File: src/rtl/gray_seq_gen.sv
// rtl/gray_seq_gen.sv - registered reflected Gray-code sequence generator with valid/ready output
// Up/down counting with wrap, binary preload and a terminal-count flag registered with each word.
module gray_seq_gen #(
  parameter int WIDTH = 4
) (
  input  logic             clk,
  input  logic             rst_n,
  input  logic             EN,
  input  logic             UP,
  input  logic             LOAD,
  input  logic [WIDTH-1:0] LOAD_VAL,
  input  logic             READY,
  output logic [WIDTH-1:0] GRAY,
  output logic [WIDTH-1:0] BIN,
  output logic             VALID,
  output logic             TC
);

  typedef enum logic [1:0] {
    ST_PRIMED = 2'd0,
    ST_EMPTY  = 2'd1,
    ST_FULL   = 2'd2
  } state_t;

  state_t           state;
  logic [WIDTH-1:0] cnt;
  logic [WIDTH-1:0] next_cnt;
  logic             adv;
  logic             xfer;

  assign adv  = EN & ~LOAD & (~VALID | READY);
  assign xfer = VALID & READY;

  // A primed counter emits its own value first so a preload is never skipped.
  always_comb begin
    next_cnt = cnt;
    if (state != ST_PRIMED) begin
      if (UP) next_cnt = cnt + WIDTH'(1);
      else    next_cnt = cnt - WIDTH'(1);
    end
  end

  always_ff @(posedge clk or negedge rst_n) begin
    if (!rst_n) begin
      state <= ST_PRIMED;
      cnt   <= '0;
      GRAY  <= '0;
      BIN   <= '0;
      VALID <= 1'b0;
      TC    <= 1'b0;
    end else if (LOAD) begin
      // Load discards any pending word; the output bus keeps its last value.
      state <= ST_PRIMED;
      cnt   <= LOAD_VAL;
      VALID <= 1'b0;
    end else if (adv) begin
      state <= ST_FULL;
      cnt   <= next_cnt;
      BIN   <= next_cnt;
      GRAY  <= next_cnt ^ (next_cnt >> 1);
      TC    <= UP ? (&next_cnt) : ~(|next_cnt);
      VALID <= 1'b1;
    end else if (xfer) begin
      state <= ST_EMPTY;
      VALID <= 1'b0;
    end
  end

endmodule

File: config.mk
export PLATFORM = sky130hd
export DESIGN_NAME = gray_seq_gen
export DESIGN_NICKNAME = d
export VERILOG_FILES = /design/src/rtl/gray_seq_gen.sv
export SDC_FILE = /design/constraint.sdc
export NUM_CORES = 1
export LEC_CHECK = 0
export CELL_PAD_IN_SITES_DETAIL_PLACEMENT = 1
export CELL_PAD_IN_SITES_GLOBAL_PLACEMENT = 1
export CORE_UTILIZATION = 39
export DETAILED_ROUTE_END_ITERATION = 6
export PLACE_DENSITY = 0.92
export SYNTH_ARGS = -nofsm -noshare
export SYNTH_HDL_FRONTEND = slang
export SYNTH_SLANG_ARGS = --single-unit
File: constraint.sdc
create_clock -name clk -period 5.9 [get_ports clk]
set_input_delay 0.59 -clock clk [delete_from_list [all_inputs] [get_ports clk]]
set_output_delay 0.59 -clock clk [all_outputs]
set_load 0.05 [all_outputs]
==> flow_metrics.env <==
export IMPL_multiInputGateArea_um2=470
export IMPL_timing_final_crit_share_pct=49.0
export IMPL_outcome="finished clean"
export IMPL_start_kind="input pin"
export IMPL_critical_path_class="in -> reg"
export IMPL_p_int_uw=219
export IMPL_finalSetupViolCount=0
export IMPL_finalWorstSetupSlack_ns=3.01
export IMPL_leakagePower_nw=0.468
export IMPL_clock_skew_ns=0.00410
export IMPL_cp_end_kind="flip-flop"
export IMPL_syn_area_um2=868
export IMPL_gr_total_overflow=0
export IMPL_hold_viol=0
export IMPL_setup_tns_final_ns=0
export IMPL_via_per_inst=5.37
export IMPL_critPathMaxStageDelay_ns=0.57
export IMPL_die_y_um=49.2
export IMPL_antenna_found_initial=0
export IMPL_holdWs_ns=0.519
export IMPL_pwr_share_seq_pct=33.7
export IMPL_synth_net_count=105
export IMPL_crit_fanout=6
export IMPL_postLayoutCellArea_um2=1090
export IMPL_postCtsSetupBuffers=0
export IMPL_dr_pass1_iters=4
export IMPL_max_freq_mhz=346
export IMPL_drv_slew=0
export IMPL_slew_headroom_pct=43.2
export IMPL_die_area_um2=2420
export IMPL_nets=125
export IMPL_power_density_nw_per_um2=368
export IMPL_place_inst=131
export IMPL_cp_data_required_time_ns=6.09
export IMPL_ys_ff_latch=14
export IMPL_dp_slack_ns=2.71
export IMPL_grt_max_degree=15
export IMPL_p_switching_uw=183
export IMPL_utilization_pct=54.1
export IMPL_clockBufferDepth=2
export IMPL_post_drt_wl_per_cell_um=15.8
export IMPL_regArea_um2=350
export IMPL_drive_gt1_share_pct=10.3
export IMPL_ir_worst_vdd_v=0.000188
export IMPL_clkPwrFrac_pct=14.7
export IMPL_tightest_slew_ns=0.848
export IMPL_cp_slowest_cell="clkdlybuf4s50_1"
export IMPL_gp_congestion=0.799
export IMPL_io_buffers=19
export IMPL_ctsResizeCount=0
export IMPL_total_power_uw=403
export IMPL_placed_cell_area_um2=1070
export IMPL_coreArea_um2=2020
export IMPL_diodes=0
export IMPL_ys_seq_area_share_pct=40.3
export IMPL_drtIter0Drc=8
export IMPL_row_count=16
export IMPL_grt_pass1_wl_um=3460
export IMPL_dpl_hpwl_um=1560
export IMPL_fin_crit_ns=2.89
export IMPL_maxCapViolCount=0
export IMPL_rsz0062_at_grt="no"
export IMPL_path_clk_slew_ns=0.09
export IMPL_postSynthCellCount=89
export IMPL_crit_arrival_ns=3.08
export IMPL_yosys_warnings=0
export IMPL_num_vias=719
export IMPL_cts_tree="done"
export IMPL_crit_chain="clkdlybuf4s50_1 -> inv_1 -> ha_1 -> a21oi_1 -> a21oi_1 -> o21ai_0 -> xnor2_1 -> ha_1 -> mux2_2"
export IMPL_die_x_um=49.2
export IMPL_root_buffer="clkbuf_4"
export IMPL_cts_sinks=14
export IMPL_avgSynthCellArea_um2=9.76
export IMPL_clkLatencyLatePin_ns=0.30
export IMPL_p_comb_share_pct=51.6
export IMPL_hp_class="reg -> reg"
export IMPL_swShare_pct=45.5
export IMPL_ant_nets=0
export IMPL_numCtsBuffers=3
export IMPL_ios=20
export IMPL_cts_hold_buf=0
export IMPL_htreeDepth=1
export IMPL_yosysUniqueCellTypes=32
export IMPL_final_cells=134
export IMPL_wirelength_um=2110
export IMPL_initial_utilization_pct=42.9
export IMPL_grt_total_usage_pct=19.8
export IMPL_area_growth_pct=25.9
export IMPL_drc_errors=0
export IMPL_nFillCells=231
export IMPL_grt_pass1_vias=752
## critical path, delay by kind of cell
| family | cells | cell delay (ns) |
|---|---|---|
| AO/OA/AOI/OAI | 3 | 0.76 |
| XOR/XNOR | 1 | 0.15 |
| adder cells (fa/ha/maj) | 2 | 0.61 |
| buffers and inverters | 2 | 0.71 |
| multiplexers | 1 | 0.26 |
## logic make-up after synthesis
group | count (synthesis) | synth area share (%)
AO/OA/AOI/OAI | 18 | 14.6
XOR/XNOR | 5 | 5.04
adder cells (fa/ha/maj) | 6 | 9.51
buffers and inverters | 11 | 5.48
flip-flops | 14 | 40.3
multiplexers | 7 | 8.65
AND/OR/NAND/NOR | 28 | 16.4
## final cells by class
cell class / instances / area share (%)
multi-input cells: 64 / 43.0
clock buffers: 3 / 2.06
flip-flops and latches: 14 / 32.0
inverters: 7 / 2.40
well taps: 27 / 3.09
repair buffers: 19 / 17.4
## path summary, 6_finish.rpt
path	startpoint	to	slack, ns	depth (start not counted)
worst min register to register	BIN[2]$_DFFE_PN0P_	BIN[2]$_DFFE_PN0P_	0.52	1
min in group asynchronous	rst_n	GRAY[3]$_DFFE_PN0P_	0.69	1
worst max register to register	cnt[2]$_DFFE_PN0N_	GRAY[2]$_DFFE_PN0P_	3.62	7
worst min-delay path	BIN[2]$_DFFE_PN0P_	BIN[2]$_DFFE_PN0P_	0.52	1
max in group asynchronous	rst_n	cnt[0]$_DFFE_PN0N_	4.78	1
worst max-delay path	UP	GRAY[2]$_DFFE_PN0P_	3.01	9
## metal layers
layer	global-route usage [%]	vias to the layer above	share of wire (%)
met5	0	-	0
met4	13.2	0	3.0
met3	3.12	4	2.8
met2	32.6	13	48
met1	23.7	352	46
li1	-	350	-
## cells in the mapped netlist
cell type  number  area share (%)
and2_1          1            0.72
and3_1          1            0.72
inv_1           7             3.0
a2bb2oi_1       1             1.0
a21o_1          1            0.86
nand2b_1        1            0.72
a21oi_2         2             2.0
nor2b_1         1            0.72
nand4_1         2             1.4
nand2_1         6             2.6
nor2_1          5             2.2
nand3_1         7             4.0
ha_1            5             7.2
fa_1            1             2.3
mux2_2          4             5.2
or2_0           1            0.72
nor3b_2         1             1.4
nor3_1          2             1.2
o22a_1          1             1.0
buf_4           1            0.86
a31o_1          1             1.0
a2111oi_2       1             1.7
a22oi_1         1            0.86
dfrtp_1        14              40
xnor2_1         4             4.0
mux2i_1         3             3.5
buf_2           2             1.2
xor2_1          1             1.0
o21ai_0         4             2.3
clkbuf_1        1            0.43
o211ai_1        1            0.86
a21oi_1         5             2.9
## cells in the final DEF, fill, tap and decap left out, drive strengths merged, types with 3 or more instances in the layout
master,Yosys,final
a21oi,7,7
clkbuf,1,3
clkdlybuf4s50,0,19
dfrtp,14,14
ha,5,5
inv,7,7
mux2,4,4
mux2i,3,3
nand2,6,6
nand3,7,7
nor2,5,5
o21ai,4,4
xnor2,4,4
## power by group through the flow
stage,Clock (mW),Combinational (mW),Sequential [mW]
5_1_grt,0.0646,0.220,0.138
6_report,0.0592,0.208,0.136
2_1_floorplan,0,0.0765,0.202
3_3_place_gp,0,0.202,0.136
4_1_cts,0.0612,0.210,0.135
3_5_place_dp,0,0.208,0.137
## sequential cells by signal, summed over array words and instances (netlist names)
signal and flops:
BIN 3, GRAY 4, TC 1, VALID 1
cnt 4, state 1
Note: power is estimated with default switching activity, not from simulation.
